`config.mk`:
```
export PLATFORM = sky130hd
export DESIGN_NAME = instr_fetch_stage
export DESIGN_NICKNAME = d
export VERILOG_FILES = /design/src/rtl/fetch_pkg.sv /design/src/rtl/fetch_skid_buf.sv /design/src/rtl/instr_fetch_stage.sv
export SDC_FILE = /design/constraint.sdc
export NUM_CORES = 1
export LEC_CHECK = 0
export ABC_AREA = 0
export BUFFER_PORTS_ARGS = -buffer_cell sky130_fd_sc_hd__clkbuf_2
export CORE_MARGIN = 2
export CORE_UTILIZATION = 50
export CTS_CLUSTER_DIAMETER = 80
export DETAILED_ROUTE_END_ITERATION = 12
export HOLD_SLACK_MARGIN = 0.08
export PLACE_DENSITY = 0.79
export SETUP_SLACK_MARGIN = 0.3
export SYNTH_ARGS = -nofsm -noshare
export SYNTH_HDL_FRONTEND = slang
export SYNTH_SLANG_ARGS = --single-unit
```
`constraint.sdc`:
```
create_clock -name Clk -period 6.24 [get_ports Clk]
set_input_delay 0.312 -clock Clk [delete_from_list [all_inputs] [get_ports Clk]]
set_output_delay 0.312 -clock Clk [all_outputs]
set_load 0.02 [all_outputs]
```
`src/rtl/fetch_pkg.sv`:
```
// Shared types and constants for the instruction fetch stage and its skid buffer.
package fetch_pkg;

    typedef enum logic [1:0] {
        FETCH   = 2'd0,
        HOLD    = 2'd1,
        DISCARD = 2'd2
    } fetch_state_e;

    localparam logic [31:0] INSTR_NOP = 32'h0000_0000;

    localparam int OPCODE_MSB = 31;
    localparam int OPCODE_LSB = 26;
    localparam int FUNC_MSB   = 5;
    localparam int FUNC_LSB   = 0;

    localparam int PC_INCR = 4;

endpackage

```
`src/rtl/fetch_skid_buf.sv`:
```
// One-entry skid register {valid, instr, pcplus4} catching a word fetched while IF/ID is stalled.
module fetch_skid_buf
    import fetch_pkg::*;
#(
    parameter int ADDR_W = 32
) (
    input  logic              clk,
    input  logic              rst_n,
    input  logic              load,
    input  logic              unload,
    input  logic              flush,
    input  logic [31:0]       load_instr,
    input  logic [ADDR_W-1:0] load_pcplus4,
    output logic              valid,
    output logic [31:0]       instr,
    output logic [ADDR_W-1:0] pcplus4
);

    logic              valid_q, valid_d;
    logic [31:0]       instr_q, instr_d;
    logic [ADDR_W-1:0] pcplus4_q, pcplus4_d;

    // NOTE: every always_comb output gets a default first so no path leaves it unassigned (no latch).
    always_comb begin
        valid_d   = valid_q;
        instr_d   = instr_q;
        pcplus4_d = pcplus4_q;
        if (flush) begin
            valid_d = 1'b0;
            instr_d = INSTR_NOP;
        end else if (load) begin
            valid_d   = 1'b1;
            instr_d   = load_instr;
            pcplus4_d = load_pcplus4;
        end else if (unload) begin
            valid_d = 1'b0;
        end
    end

    // NOTE: state flops use non-blocking assignments so all registers update together on the edge.
    always_ff @(posedge clk or negedge rst_n) begin
        if (!rst_n) begin
            valid_q   <= 1'b0;
            instr_q   <= INSTR_NOP;
            pcplus4_q <= '0;
        end else begin
            valid_q   <= valid_d;
            instr_q   <= instr_d;
            pcplus4_q <= pcplus4_d;
        end
    end

    assign valid   = valid_q;
    assign instr   = instr_q;
    assign pcplus4 = pcplus4_q;

endmodule

```
`src/rtl/instr_fetch_stage.sv`:
```
// Fetch stage: PC, single-outstanding imem handshake, IF/ID register plus skid, redirect flush.
// Optional FETCH_PERF_CNT_EN adds saturating FetchCnt/StallCnt outputs.
module instr_fetch_stage
    import fetch_pkg::*;
#(
    parameter int                ADDR_W   = 32,
    parameter logic [ADDR_W-1:0] RESET_PC = '0
) (
    input  logic              Clk,
    input  logic              Rst_n,
    output logic              IMemReq,
    output logic [ADDR_W-1:0] IMemAddr,
    input  logic              IMemAck,
    input  logic [31:0]       IMemData,
    input  logic              Stall,
    input  logic              Redirect,
    input  logic [ADDR_W-1:0] RedirectPC,
    output logic [31:0]       Instr,
    output logic [5:0]        Opcode,
    output logic [5:0]        Func,
    output logic [ADDR_W-1:0] PCPlus4,
    output logic              InstrValid
`ifdef FETCH_PERF_CNT_EN
    ,
    output logic [31:0]       FetchCnt,
    output logic [31:0]       StallCnt
`endif
);

    localparam logic [ADDR_W-1:0] ALIGN_MASK = ~ADDR_W'(3);

    fetch_state_e      state_q, state_d;
    logic [ADDR_W-1:0] pc_q, pc_d;
    logic [ADDR_W-1:0] redir_pc_q, redir_pc_d;
    logic              valid_q, valid_d;
    logic [31:0]       instr_q, instr_d;
    logic [ADDR_W-1:0] pcplus4_q, pcplus4_d;
    // Keeps IMemReq low while reset is asserted and for the first cycle after release.
    logic              active_q;

    logic              skid_load, skid_unload, skid_flush;
    logic              skid_valid;
    logic [31:0]       skid_instr;
    logic [ADDR_W-1:0] skid_pcplus4;

    logic              imem_req;
    logic              ack_hit;
    logic              consume;
    logic              ifid_free;
    logic [ADDR_W-1:0] pc_next;
    logic [ADDR_W-1:0] redirect_target;

    fetch_skid_buf #(.ADDR_W(ADDR_W)) u_skid (
        .clk          (Clk),
        .rst_n        (Rst_n),
        .load         (skid_load),
        .unload       (skid_unload),
        .flush        (skid_flush),
        .load_instr   (IMemData),
        .load_pcplus4 (pc_next),
        .valid        (skid_valid),
        .instr        (skid_instr),
        .pcplus4      (skid_pcplus4)
    );

    assign imem_req        = active_q &&
                             ((state_q == DISCARD) || ((state_q == FETCH) && !skid_valid));
    assign ack_hit         = imem_req && IMemAck;
    assign consume         = valid_q && !Stall;
    assign ifid_free       = !valid_q || !Stall;
    assign pc_next         = pc_q + ADDR_W'(PC_INCR);
    assign redirect_target = RedirectPC & ALIGN_MASK;

    always_comb begin
        state_d     = state_q;
        pc_d        = pc_q;
        redir_pc_d  = redir_pc_q;
        valid_d     = valid_q;
        instr_d     = instr_q;
        pcplus4_d   = pcplus4_q;
        skid_load   = 1'b0;
        skid_unload = 1'b0;
        skid_flush  = 1'b0;

        if (Redirect) begin
            valid_d    = 1'b0;
            instr_d    = INSTR_NOP;
            pcplus4_d  = '0;
            skid_flush = 1'b1;
            // The address must not move while a request is outstanding and unacked.
            if (imem_req && !IMemAck) begin
                state_d    = DISCARD;
                redir_pc_d = redirect_target;
            end else begin
                state_d = FETCH;
                pc_d    = redirect_target;
            end
        end else begin
            unique case (state_q)
                FETCH: begin
                    if (ack_hit) begin
                        pc_d = pc_next;
                        if (ifid_free) begin
                            valid_d   = 1'b1;
                            instr_d   = IMemData;
                            pcplus4_d = pc_next;
                        end else begin
                            skid_load = 1'b1;
                            state_d   = HOLD;
                        end
                    end else if (consume) begin
                        valid_d = 1'b0;
                    end
                end
                HOLD: begin
                    if (!Stall) begin
                        valid_d     = 1'b1;
                        instr_d     = skid_instr;
                        pcplus4_d   = skid_pcplus4;
                        skid_unload = 1'b1;
                        state_d     = FETCH;
                    end
                end
                DISCARD: begin
                    if (consume) begin
                        valid_d = 1'b0;
                    end
                    if (ack_hit) begin
                        pc_d    = redir_pc_q;
                        state_d = FETCH;
                    end
                end
                default: state_d = FETCH;
            endcase
        end
    end

    always_ff @(posedge Clk or negedge Rst_n) begin
        if (!Rst_n) begin
            state_q    <= FETCH;
            pc_q       <= RESET_PC;
            redir_pc_q <= RESET_PC;
            valid_q    <= 1'b0;
            instr_q    <= INSTR_NOP;
            pcplus4_q  <= '0;
            active_q   <= 1'b0;
        end else begin
            state_q    <= state_d;
            pc_q       <= pc_d;
            redir_pc_q <= redir_pc_d;
            valid_q    <= valid_d;
            instr_q    <= instr_d;
            pcplus4_q  <= pcplus4_d;
            active_q   <= 1'b1;
        end
    end

    assign IMemReq    = imem_req;
    assign IMemAddr   = pc_q;
    assign Instr      = instr_q;
    assign InstrValid = valid_q;
    assign PCPlus4    = pcplus4_q;
    // An empty IF/ID presents opcode/func 0: a shift of r0, i.e. a bubble.
    assign Opcode     = valid_q ? instr_q[OPCODE_MSB:OPCODE_LSB] : 6'd0;
    assign Func       = valid_q ? instr_q[FUNC_MSB:FUNC_LSB] : 6'd0;

`ifdef FETCH_PERF_CNT_EN
    logic [31:0] fetch_cnt_q, fetch_cnt_d;
    logic [31:0] stall_cnt_q, stall_cnt_d;

    // Instructions flushed by a redirect are neither counted as fetched nor as stalled.
    always_comb begin
        fetch_cnt_d = fetch_cnt_q;
        stall_cnt_d = stall_cnt_q;
        if (consume && !Redirect && (fetch_cnt_q != 32'hFFFF_FFFF)) begin
            fetch_cnt_d = fetch_cnt_q + 32'd1;
        end
        if (valid_q && Stall && !Redirect && (stall_cnt_q != 32'hFFFF_FFFF)) begin
            stall_cnt_d = stall_cnt_q + 32'd1;
        end
    end

    always_ff @(posedge Clk or negedge Rst_n) begin
        if (!Rst_n) begin
            fetch_cnt_q <= '0;
            stall_cnt_q <= '0;
        end else begin
            fetch_cnt_q <= fetch_cnt_d;
            stall_cnt_q <= stall_cnt_d;
        end
    end

    assign FetchCnt = fetch_cnt_q;
    assign StallCnt = stall_cnt_q;
`else
    // Performance counters are not built in this configuration.
`endif

endmodule

```
* Word level (Yosys, flattened, before mapping) *
Index checks and enable logic that the tools add are counted.

storage, ports and cells
  flip-flop bits (word level) = 195
  input bits = 69

cells by class
  add/subtract/negate cells = 1
  equal/unequal tests = 9
  multiplexer cells = 43
  bitwise logic cells = 1
  reductions and logical operators = 23

operator list
  operator                 count
  $mux W32                 14
  $pmux W32 S2             3
  $add A32 B3 Y32 const B  1
  $mux W1                  16
  $ne A3 B3 Y1 const B     5
  $mux W2                  6
  $mux W6                  2
  $reduce_and A4 Y1        3
  $reduce_bool A3 Y1       3
  $pmux W2 S3              1
  $logic_and A1 B1 Y1      5
  $logic_not A1 Y1         4
  $ne A4 B4 Y1 const B     1
  $reduce_and A2 Y1        2
  $reduce_bool A4 Y1       1
  $pmux W1 S3              1
  $reduce_and A3 Y1        1
  $eq A2 B1 Y1 const B     1
  $eq A2 B2 Y1 const B     1
  $logic_not A2 Y1         1
  $logic_or A1 B1 Y1       2
  $ne A2 B2 Y1 const B     1
  $reduce_bool A2 Y1       1
  $not A1 Y1               1

* Longest topological paths before layout *
Gate-level depths: netlist of run 1.

  word-level depth = 10
  depth in mapped cells = 10
  depth with buffers taken out = 7

* Hierarchy *
A second synthesis of run 1 with hierarchy kept.

unflattened totals
  cell total of the unflattened synthesis = 956
  area total of the unflattened synthesis = 9794.4 µm²

by module, submodules not included
  module             instances  cells each  area an instance (µm²)  sequential area each (µm²)
  instr_fetch_stage  1          779         7138.1                  3203.1
  fetch_skid_buf     1          177         2656.3                  1626.6

* Least setup slack after synthesis of run 1 *
No wires, ideal clock.

  path type = register -> register
  from = reg state_q[0]
  to = reg pc_q[13], in the netlist IMemAddr[13]
  library setup time = 135 ps
  arrival time = 2155 ps
  data required time = 6105 ps
  path slack = 3950 ps
  cell stages (with the launch flop) = 10
  buffers on the path = 3
  period minus slack after synthesis = 2290 ps
  path through = dfrtp_1 > inv_1 > ha_1 > clkbuf_1 > nor2b_1 > o22ai_1 > o22ai_1 > clkbuf_1 > buf_1 > o22ai_1

on the way
  longest elaborated chain between the ends = 7
  elaborated cells on any way between the ends = 14
  classes of those cells = eq/ne (4); mux (2); reduce/logical (8)

ends and longest elaborated chain
  element                                                        line                                              RTL
  start, declared                                                instr_fetch_stage.sv:32                           fetch_state_e state_q, state_d;
  start signal, assigned                                         instr_fetch_stage.sv:148                          state_q <= state_d;
  $logic_not A2 Y1                                               instr_fetch_stage.sv:67, instr_fetch_stage.sv:99
  $logic_and A1 B1 Y1                                            instr_fetch_stage.sv:67                           ((state_q == DISCARD) || ((state_q == FETCH) && !skid_valid));
  $logic_or A1 B1 Y1                                             instr_fetch_stage.sv:67
  $logic_and A1 B1 Y1                                            instr_fetch_stage.sv:66                           assign imem_req = active_q &&
  $logic_and A1 B1 Y1 (on tied branches)                         instr_fetch_stage.sv:68, instr_fetch_stage.sv:91
  $ne A3 B3 Y1 (no source line) or $ne A2 B2 Y1 (tied branches)  -
  $reduce_and A4 Y1 (no source line)                             -
  end signal, assigned                                           instr_fetch_stage.sv:149                          pc_q <= pc_d;
  end, declared                                                  instr_fetch_stage.sv:33                           logic [ADDR_W-1:0] pc_q, pc_d;

Several ways; a longest one is shown, not always the timed one.
A chain may end at the register's enable or synchronous reset.

* Worst setup path after layout of run 1 *
  from = reg state_q[1]
  to = reg pcplus4_q[19], in the netlist PCPlus4[19]

on the way
  longest elaborated chain between the ends = 7
  elaborated cells on any way between the ends = 14
  classes of those cells = eq/ne (5); mux (2); reduce/logical (7)

ends and longest elaborated chain
  element                             line                                              RTL
  $logic_not A2 Y1                    instr_fetch_stage.sv:67, instr_fetch_stage.sv:99
  $logic_and A1 B1 Y1                 instr_fetch_stage.sv:67
  $logic_or A1 B1 Y1                  instr_fetch_stage.sv:67
  $logic_and A1 B1 Y1                 instr_fetch_stage.sv:66
  $logic_and A1 B1 Y1                 instr_fetch_stage.sv:68                           assign ack_hit = imem_req && IMemAck;
  $ne A3 B3 Y1 (no source line)       -
  $reduce_and A4 Y1 (no source line)  -
  end signal, assigned                instr_fetch_stage.sv:153                          pcplus4_q <= pcplus4_d;
  end, declared                       instr_fetch_stage.sv:37                           logic [ADDR_W-1:0] pcplus4_q, pcplus4_d;

Several ways; a longest one is shown, not always the timed one.

==> out/results.txt, run 1 <==
The critical path goes through inv_1 > ha_4 > o21ai_0 > o21a_1 > a21oi_4 > nor2_1 > a32o_1. Total of hold buffers inserted after clock tree synthesis: 1. After layout, the worst path uses 57.0% of the clock period. Normalized max-slew margin: 26.3%.

The tree is rooted in a sky130_fd_sc_hd__clkbuf_16. From bottom edge to top edge, the die measures 139 µm. Summing all non-filler instances in the final layout gives an area of 10700 µm². Synthesis instantiated 59 different standard cells from the library.

Achievable frequency: 281 MHz. The finished layout holds 1321 standard cells, fillers aside. The total number of yosys warnings came out at 0. The clock-pin slew of the registers on the worst-case setup and hold paths is 0.07 ns. The die is 139 µm wide.

The wire length per cell after detailed routing was 17.6 µm; the average via count per standard cell was 5.77. The top fanout value on the critical path was 74. Sorting the synthesized cells by area gives the leading types as sky130_fd_sc_hd__dfrtp_1, sky130_fd_sc_hd__nand2_1, sky130_fd_sc_hd__o21ai_0. The tools report the hold violation count in the final report as 0. The worst setup path is captured at a flop. The sum of buffers and inverters on the critical path was 1. The worst path in the final design needs a cycle of 3.56 ns, including I/O delays and setup. The synthesis-to-finish area growth is 17.3%. In this run the cell area measured after placement is 10200 µm². Entering global routing, the biggest net connects 121 pins. Power spread over the standard cell area amounts to 395 nW/µm². The initial antenna violation count was 0; the first-pass detailed-route iteration total was 5. The total of flip-flops plus latches after synthesis was 190. Cells fill 59.7% of the core in the end. The post-CTS setup buffer count came out at 0. After detailed placement, the design holds a cell count of 1288. No sink is reached through more buffers than the 2 on the longest clock path. The run finished with clean final reports. Setup repair after global routing left no endpoint under its margin. The initial cell density of the core is 50.9%, and the placeable core region is 18000 µm².

Area fraction of the dominant cell type after synthesis: 52.0%. The maximum vdd ir drop is 0.226 mV, and the slew at the pin with the worst max-slew slack is 1.10 ns. The violation count after the first detailed-routing iteration is 683, and the post-detailed-route count of antenna-violating nets is 0. The number of enable-type register cells in the synthesized netlist came out at 0. Number of nets in the layout: 1152.

For the worst-skew pair, the clock arrives at the later sink with an insertion delay of 0.42 ns. For the number of maximum-capacitance violations, the log shows 0. The count of clock tree sinks came out at 190. Number of top-level design ports: 179.

TritonCTS built the clock tree. Synthesis handed over a netlist of 939 instances. Summed over all instances, the cell type with the most area after synthesis is sky130_fd_sc_hd__dfrtp_1.

After synthesis, the share of flip-flops with an asynchronous set or reset is 100%. The synthesized netlist occupies a cell area of 9140 µm². For this run, the register share of the synthesized area comes to 52.0%. The share of final-layout standard cells stronger than drive strength 1 is 23.9%, and the antenna diode instance count is 0. Most common cell in the synthesized netlist: sky130_fd_sc_hd__dfrtp_1. The floorplan step defined a die boundary enclosing 19400 µm². The number of global-route vias before repair came out at 7127. The family with the most delay on the worst path is compound AO/OA/AOI/OAI gates. The final layout contains routed wiring with a total length of 23.3 mm.

The count of pins over their slew limit is 0. For the final database, setup skew stands at 0.0101 ns. Global routing consumed, over all layers together, 24.2% of the routing resources. The largest individual stage delay along the critical path comes from the cell sky130_fd_sc_hd__a21oi_4. The tightest min-delay check is of the in -> reg type.

Type of origin of the critical path: a flop. The tools report the wire length of the first global-routing pass as 37.8 mm. The placer congestion estimate came out at 0.919. The count of buffers added on input and output ports is 174. The logs give 7619 for the total vias in the final route and 6.55 ns for the critical path data required time. The number of gates resized after CTS was 0. For this run, design rule violations remaining after detail routing come to 0.

The commonest cells after synthesis are sky130_fd_sc_hd__dfrtp_1, sky130_fd_sc_hd__nand2_1, sky130_fd_sc_hd__o21ai_0, sky130_fd_sc_hd__a21oi_1, sky130_fd_sc_hd__clkbuf_1. The largest single stage delay on the critical path is 0.88 ns. Setup violations remaining at the end of the flow were counted as 0. The detailed-placement wirelength estimate was 15.5 mm; the number of placement rows was 49. Leading register cell type out of synthesis: sky130_fd_sc_hd__dfrtp_1. For the number of levels the H-tree was split into, the log shows 4. Leakage component of the power: 4.86 nW. For the TritonCTS buffer count, the log shows 17. The critical path is of the reg -> reg type. The post-synthesis average cell area is 9.73 µm², and the worst path arrival time is 3.86 ns. The tools report the total negative setup slack as 0 ns. The global-route congestion overflow total came out at 0.
[final timing paths]
kind                                    from               end  slack, ns  depth (start not counted)
worst max-delay path              state_q[1]       PCPlus4[19]       2.68                          7
worst min register to register     Instr[13]         Instr[13]       0.48                          2
min in group asynchronous              Rst_n  u_skid.instr[25]       0.54                          2
worst max register to register    state_q[1]       PCPlus4[19]       2.68                          7
max in group asynchronous              Rst_n      IMemAddr[15]       4.22                          3
worst min-delay path            IMemData[11]  u_skid.instr[11]       0.12                          3
[area by class of cell]
type                            count  area [µm²]
Sequential cell                   190        4750
Tap cell                          229         287
Timing Repair Buffer              188         987
Inverter                           19        71.3
Multi-Input combinational cell    663        4090
Clock buffer                       20         447
Clock inverter                     12        90.1
Fill cell                        1518        7240
[metrics by stage]
step | hold WS [ns] | worst slack [ns] | power, mW
after global placement | 0.461 | 2.78 | 3.20
after CTS | 0.101 | 2.69 | 4.25
after floorplan | 0.0164 | 3.95 | 2.73
after global routing | 0.113 | 2.37 | 4.48
final | 0.116 | 2.68 | 4.24
after detailed placement | 0.469 | 2.71 | 3.25
[flip-flops by register name, indices dropped and copies added (netlist names)]
| signal | flops |
|---|---|
| IMemAddr | 30 |
| Instr | 32 |
| InstrValid | 1 |
| PCPlus4 | 31 |
| active_q | 1 |
| redir_pc_q | 30 |
| state_q | 2 |
| u_skid.instr | 32 |
| u_skid.pcplus4 | 30 |
| u_skid.valid | 1 |
[layer usage]
metal / wire length [µm] / track usage (%) / vias to the layer above / share of wire [%]
li1: - / - / 3607 / -
met1: 10600 / 35.4 / 3668 / 46
met2: 10700 / 36.9 / 307 / 46
met3: 1500 / 4.77 / 37 / 6.4
met4: 416 / 6.80 / 0 / 1.8
met5: 0 / 0 / - / 0
[power breakdown]
part | leakage, nW | switching, mW | internal, mW | total (mW)
Combinational | 2.12 | 0.883 | 0.500 | 1.38
Sequential | 2.48 | 0.302 | 1.56 | 1.86
Clock | 0.257 | 0.469 | 0.523 | 0.993
Total | 4.86 | 1.65 | 2.58 | 4.24
[cells in the final DEF, fill, tap and decap left out, types with 16 or more instances in the layout]
cell type                   count
sky130_fd_sc_hd__mux2_2        31
sky130_fd_sc_hd__clkbuf_16     17
sky130_fd_sc_hd__inv_1         19
sky130_fd_sc_hd__a22oi_1       19
sky130_fd_sc_hd__o21ai_0      104
sky130_fd_sc_hd__dfrtp_1      190
sky130_fd_sc_hd__nand2_1      166
sky130_fd_sc_hd__clkbuf_2     173
sky130_fd_sc_hd__nor2_1        25
sky130_fd_sc_hd__xnor2_1       16
sky130_fd_sc_hd__mux2i_1       35
sky130_fd_sc_hd__a21oi_1       70
[logic make-up (layout without fill, tap and decap cells)]
family,after synthesis,in the layout,share of synthesized area (%)
compound gates,278,278,18.5
xor+xnor,24,24,2.30
fa+ha+maj,4,4,0.548
buf+inv,87,239,3.70
flops,190,190,52.0
mux,66,66,7.65
other cells,2,3,0.0822
simple gates,288,288,15.2
[worst min-delay path: cells and delay by family]
kind	cells	cell delay (ns)
AO/OA/AOI/OAI	1	0.05
buffers and inverters	1	0.09
AND/OR/NAND/NOR	1	0.05
Note: power is estimated with default switching activity, not from simulation.
==> run 2, diff against run 1 <==
clock period = 3.65 ns   (was 6.24 ns; I/O delays follow)
==> run 2 against run 1 <==
Compared with the run above:
- clock skew rose by 0.0010 ns
- combinational power increased by 77%
- global-route usage grew 1.8 points
- critical path depth stayed put
- clock power is 83% higher
- cell count grew 5.0%
- sequential share of layout area is 2.8 points lower
- die area stayed put
- register-to-register slack worse by 2.0 ns
- largest cell class unchanged
- largest power group unchanged
==> out/results.txt, run 2 (synthesis gave the netlist of run 1 again) <==
In this run the horizontal extent of the chip is 139 µm. The repair_antennas step left the layout with diodes totalling 0. Measured against its own limit, the worst slew margin works out to 29.9%. The worst setup margin was 0.708 ns. The utilization after layout came out at 63.7%. The library cells used most frequently in the layout, excluding fill and tap cells, are sky130_fd_sc_hd__dfrtp_1, sky130_fd_sc_hd__clkbuf_2, sky130_fd_sc_hd__nand2_1. Remaining routing DRC violations: 0. In this run the standard cell core region covers 18000 µm².

For the pin with the worst max-slew slack, the measured transition is 1.05 ns. The maximum clock insertion buffer count was 2; the maximum vdd ir drop was 0.410 mV. The clock-pin slew of the registers on the worst-case setup and hold paths works out to 0.07 ns. The total vias in the final route is 8025. Using the TritonRoute via totals, the vias-per-cell ratio works out to 5.79. The startpoint of the worst setup timing path was state_q[0]. The clock drives 190 sinks.

The tools report the initial antenna violation count as 0. The wire length per cell after detailed routing is 17.8 µm. Worst min-delay path class: in -> reg. 179 I/O pins were placed. Dividing total power by cell area gives a power density of 652 nW/µm². The count of pins over their slew limit came out at 0. Setup repair after global routing left no endpoint under its margin.

Compared with the post-synthesis result, the final layout area differs by 25.1%. Clock latency on the worst-skew pair: 0.43 ns. The flow ran to the end, and the final reports show no timing, DRC or antenna violations. Top fanout value on the critical path: 16. The tools report the kind of capture point of the worst setup path as a flop. The total overflow left after global routing is 0.

In the final layout, the share of cells above drive strength 1 is 23.0%. TritonCTS built the clock tree. Once detail routing completed, the nets flagged for antenna violations numbered 0. The TritonCTS buffer count was 17; the largest stage delay on the critical path was 0.88 ns. Port buffering added 174 buffers.

The number of global-route vias before repair came out at 7754. The net count of the finished layout is 1218. Among all stages on the critical path, the largest delay is contributed by sky130_fd_sc_hd__nor2_1.

The run gives 0 as the hold violation count in the final report. The cell that appears most often on the critical path is sky130_fd_sc_hd__inv_1. The run gives 0 as the count of final setup violators. The area of the die is 19400 µm². STA classifies the critical path startpoint as a flop. The tree is rooted in a sky130_fd_sc_hd__clkbuf_16. Placement-stage worst setup slack: 0.788 ns.

The tools report the total global-route track usage as 26.0%. The category of the most critical setup path is reg -> reg. Detailed placement ended at an HPWL of 16.1 mm. Derived from the worst setup path, the maximum achievable clock frequency is 340 MHz. The share of the clock period used by the worst path was 80.6%; the violation count after the first detailed-routing iteration was 699. Launch point of the worst hold path: Stall.

Entering global routing, the biggest net connects 112 pins. The time the final worst path needs with I/O delays and setup was 2.94 ns; the total negative setup slack was 0 ns. Traced cell by cell, the critical path runs through inv_1 > ha_1 > inv_1 > nor2_1 > a22oi_1 > o31ai_1 > a22o_1. The clock arrives with 0.0112 ns of skew.

The sum of routed wire length over all layers was 24.7 mm. The analysis attributes to cell leakage a power of 5.17 nW. Initial cell density of the core: 50.9%. The first global-routing pass estimated 40.3 mm of wire. The startpoint of the worst-slack reg-to-reg timing path is state_q[0]. First-pass detailed-route iteration total: 8. The tools report the tightest hold margin as 0.215 ns. Row generation in the floorplan step produced 49 rows. The logs give 0.887 for the placer congestion estimate and 4 for the number of levels the H-tree was split into. For the worst setup path, the data required time is 4.02 ns. The most common library cell in the layout ignoring fill and taps is sky130_fd_sc_hd__dfrtp_1. The die is 139 µm tall. For the worst setup path, the data arrival time is 3.31 ns. Across the run, the number of max-cap violations was 0.
==> run 2: path summary, 6_finish.rpt <==
path | to | cells past startpoint | slack (ns)
max in group asynchronous | redir_pc_q[23] | 3 | 2.31
setup / recovery | IMemAddr[25] | 7 | 0.71
hold / removal | InstrValid | 4 | 0.22
setup reg to reg | IMemAddr[25] | 7 | 0.71
min in group asynchronous | u_skid.instr[24] | 2 | 0.40
hold reg to reg | Instr[13] | 2 | 0.48
==> run 2: report_power, final <==
part / switching [mW] / total, mW / internal, mW
clock: 0.846 / 1.82 / 0.976
sequential: 0.522 / 3.19 / 2.67
combinational: 1.53 / 2.44 / 0.912
==> run 2: repair_timing <==
action                                 4_1_cts  5_1_grt
endpoints found under the hold margin      202        0
buffers inserted                             0        0
hold buffers                                63        0
resized for setup                            0        0
==> run 2: layout make-up <==
type                    instances  area [µm²]
fillers                      1434        6530
clock buffers                  19         443
flip-flops and latches        190        4750
well taps                     229         287
inverters                      19        71.3
multi-input cells             663        4090
repair buffers                254        1660
clock inverters                13         129
==> run 2: stage by stage <==
step | power, mW | instances | area, µm²
floorplan | 4.67 | 940 | 9140
global placement | 5.49 | 1292 | 10200
detailed placement | 5.58 | 1292 | 10200
CTS | 7.45 | 1387 | 11400
global route | 7.86 | 1387 | 11400
finish | 7.46 | 1387 | 11400
==> run 2: critical path, delay by kind of cell, from the launching register on <==
kind	cells	cell delay [ns]
flops	1	0.46
compound gates	3	0.64
fa+ha+maj	1	0.39
buf+inv	2	0.50
simple gates	1	0.88
==> run 2: per-layer routing <==
metal / routed length [µm] / GRT usage (%) / vias to the layer above
met5: 0 / 0 / -
met1: 10700 / 36.4 / 3852
met2: 11500 / 39.6 / 369
li1: - / - / 3745
met3: 1740 / 5.49 / 59
met4: 714 / 10.5 / 0
==> run 3, diff against run 2 <==
ABC_AREA = 1   (was 0)
clock period = 2.9 ns   (was 3.65 ns; I/O delays follow)
==> run 3 against run 2 <==
Compared with the run above:
- clock-buffer cell count fell by 2
- hold slack lost 0.025 ns
- sequential power is 36% higher
- total power is 53% higher
- critical path depth is 4 higher
- sequential share of layout area fell by 1.0 points
- global-route usage about the same
- clock power rose by 32%
- clock skew rose by 0.0028 ns
- maximum frequency rose by 29%
- critical endpoint is now PCPlus4[24]
- highest routed layer unchanged
==> out/results.txt, run 3 <==
In this run, synthesis inferred 0 flip-flops with an integrated enable. In the layout the commonest cells are sky130_fd_sc_hd__nand2_1, sky130_fd_sc_hd__dfrtp_1, sky130_fd_sc_hd__clkbuf_2. Count of pins over their slew limit: 0. In the final layout, the share of cells above drive strength 1 is 16.6%. The total negative setup slack is 0 ns. The maximum vdd ir drop came out at 0.499 mV.

The run gives 41.5 mm as the wire length of the first global-routing pass. The count of cells in the finished layout, fillers not included, comes to 1718. The post-synthesis average cell area is 7.50 µm², and the number of instances in the synthesized netlist is 1256.

Once detail routing completed, the nets flagged for antenna violations numbered 0. Family with the most delay on the worst path: simple AND/OR/NAND/NOR gates. For this run, design rule violations remaining after detail routing come to 0. In this design, the critical path's most frequently occurring cell is sky130_fd_sc_hd__nand2_1.

Power density relative to cell area: 971 nW/µm². The tools report the achievable frequency as 439 MHz. Once the floorplan was initialized, standard cells occupied 50.7% of the core.

The sequential fraction of the synthesis area came out at 50.5%. The die outline height is 141 µm. The die span in x works out to 141 µm. In the synthesized netlist the dominant register cell turns out to be sky130_fd_sc_hd__dfrtp_1.

The signal on the critical path passes through inv_1 > ha_1 > nand2_1 > nand2_2 > nand3_2 > nand2_1 > nand3_4 > nor2_4 > buf_4 > nand3_1 > nand2_1. For this block, the initial DRC count from the detailed router was 744. The run gives 0 as the antenna diode instance count. After layout, the worst path uses 78.6% of the clock period. Of all flip-flops after synthesis, the portion carrying an async set or reset was 100%. sky130_fd_sc_hd__dfrtp_1 takes more of the synthesized area than any other cell. The sum of buffers and inverters on the critical path works out to 2.

Row generation in the floorplan step produced 50 rows. The maximum clock insertion buffer count is 2, and the slew at the pin with the worst max-slew slack is 0.779 ns. Setup repair after global routing left no endpoint under its margin. After synthesis, the most frequently instantiated cells are sky130_fd_sc_hd__nand2_1, sky130_fd_sc_hd__dfrtp_1, sky130_fd_sc_hd__o21ai_0, sky130_fd_sc_hd__inv_1, sky130_fd_sc_hd__nor2_1. Input and output buffers added on the ports amount to 174. The worst pin sits at a relative slew slack of 48.0%. Global routing consumed, over all layers together, 25.9% of the routing resources.

The run gives 0 as the hold violation count in the final report. The first-pass detailed-route iteration total came out at 5. For the critical path data required time, the log shows 3.28 ns. Entering global routing, the biggest net connects 85 pins. For this run, the slowest stage of the critical path takes 0.41 ns. The number of levels the H-tree was split into is 4. The category of the most critical setup path is reg -> reg. The type of origin of the critical path was a flop. The total of flip-flops plus latches after synthesis came out at 190.

For this run, the number of Yosys warnings is 0. The number of cell instances on the worst register-to-register path came out at 11. After routing the design area is 11700 µm². The root buffer cell was sky130_fd_sc_hd__clkbuf_16. Number of top-level design ports: 179. Data arrives at the worst endpoint at 2.65 ns.

The average via count per standard cell works out to 5.15. Compared with the post-synthesis result, the final layout area differs by 24.4%. The tools report the placed standard-cell area as 10400 µm².

For this run, the post-layout net count is 1544. Setup violations remaining at the end of the flow were counted as 0. The time the final worst path needs with I/O delays and setup works out to 2.28 ns. The tools report the worst setup margin as 0.620 ns. TritonCTS built the clock tree.

The flow ran to the end, and the final reports show no timing, DRC or antenna violations. The number of maximum-capacitance violations came out at 0. Post-CTS timing repair inserted 0 buffers for setup. STA classifies the critical path endpoint as a flop. TritonCTS created 17 clock buffers. The synthesized netlist occupies a cell area of 9420 µm². The number of cells on the worst hold path works out to 5. The area fraction of the dominant cell type after synthesis is 50.5%, and the unique cell type count in the Yosys netlist is 31. The post-layout total power was 11.4 mW; the placement-stage worst setup slack was 0.503 ns.

Yosys attributes the largest share of cell area to sky130_fd_sc_hd__dfrtp_1, sky130_fd_sc_hd__nand2_1, sky130_fd_sc_hd__o21ai_0. The congestion estimate from routability-driven global placement came to 0.920. The total stage count of the critical path works out to 11. The tools report the initial antenna violation count as 0.

After floorplanning, the core was sized to cover 18600 µm². Summing over every cut layer, the via total after detailed routing is 8855. Summed over all cells, the static leakage comes to 6.01 nW. The top fanout value on the critical path was 30; the clock-pin slew of the registers on the worst-case setup and hold paths was 0.08 ns. The most common library cell in the layout ignoring fill and taps was sky130_fd_sc_hd__nand2_1.

The slowest stage cell on the critical path is sky130_fd_sc_hd__dfrtp_1. On the final layout, the worst clock skew is 0.0140 ns. The worst min-delay path class was in -> reg.

The tools report the total placed cells including tap cells as 1621. Counting every sink on the clock net gives 190. After global routing the overflow that remains totals 0. The number of global-route vias before repair came out at 8308. At the later pin of the worst-skew pair, clock insertion delay measures 0.44 ns. Wires add up to 25.2 mm. The area of the die came out at 20000 µm². Detailed placement finished with a half-perimeter wire length of 17.1 mm.

Dividing the detail-routed wire length by the instance count gives 14.7 µm. In the post-synthesis netlist, the cell with the most instances is sky130_fd_sc_hd__nand2_1.
## run 3: cell types whose count changed in the layout (fill, tap and decap cells not counted), moves of 16 or more
| cell | previous run | this run |
|---|---|---|
| sky130_fd_sc_hd__nand2_1 | 166 | 431 |
| sky130_fd_sc_hd__inv_1 | 19 | 130 |
| sky130_fd_sc_hd__nor2_1 | 25 | 90 |
| sky130_fd_sc_hd__o21ai_0 | 104 | 160 |
| sky130_fd_sc_hd__o21ai_1 | 1 | 57 |
| sky130_fd_sc_hd__nand3_1 | 13 | 63 |
| sky130_fd_sc_hd__a21oi_1 | 70 | 23 |
| sky130_fd_sc_hd__mux2i_1 | 35 | 0 |
| sky130_fd_sc_hd__mux2_2 | 31 | 3 |
| sky130_fd_sc_hd__a22oi_1 | 19 | 3 |
## run 3: logic make-up after synthesis
family,after synthesis,share of synthesized area [%]
xor gates and xnor gates,7,0.651
and+or+nand+nor,607,26.0
adders and majority gates,4,0.531
muxes,3,0.359
DFF,190,50.5
buffers and inverters,197,8.67
other,2,0.0797
AOI/OAI and AO/OA,246,13.2
## run 3: worst min-delay path: stages
cell                       delay, ns
sky130_fd_sc_hd__clkbuf_2       0.10
sky130_fd_sc_hd__nand3_2        0.12
sky130_fd_sc_hd__inv_2          0.05
sky130_fd_sc_hd__nand3_1        0.09
sky130_fd_sc_hd__a21oi_1        0.07
## run 3: metal layers
layer / part of all wire, % / wire, µm / vias to the layer above / track usage, %
met2: 44 / 11200 / 352 / 39.8
met5: 0 / 0 / - / 0
met1: 46 / 11500 / 4073 / 37.6
met3: 7.7 / 1950 / 40 / 4.99
li1: - / - / 4390 / -
met4: 2.0 / 512 / 0 / 7.95
## run 3: final timing paths
check	slack (ns)	to	startpoint
max in group asynchronous	1.87	IMemAddr[26]	Rst_n
min in group asynchronous	0.20	Instr[20]	Rst_n
min reg2reg	0.48	PCPlus4[22]	PCPlus4[22]
max	0.62	PCPlus4[24]	state_q[0]
max reg2reg	0.62	PCPlus4[24]	state_q[0]
min	0.19	u_skid.valid	IMemAck
## run 3: where the power goes
group | switching, mW | leakage [nW] | internal, mW
combinational | 3.16 | 3.32 | 1.49
sequential | 0.780 | 2.40 | 3.55
clock | 1.16 | 0.298 | 1.25
## run 3: metrics by stage
step | hold slack (ns) | utilization, %
after floorplan | -0.151 | -
after global placement | 0.119 | 56.2
after detailed placement | 0.114 | 56.2
after CTS | 0.159 | 63.1
after global routing | 0.207 | 63.1
final | 0.190 | 63.1
## run 3: repair_timing
action,in CTS,in global routing
endpoints found under the hold margin,143,0
setup endpoints to repair,0,13
resized for setup,0,2
hold buffers,65,0
## run 3: area by class of cell
class	count	area [µm²]
fill	1629	6860
sequential	190	4750
multi-input combinational	870	3860
timing repair buffer	256	1680
inverter	136	513
clock buffer	17	425
tap	234	293
clock inverter	15	193
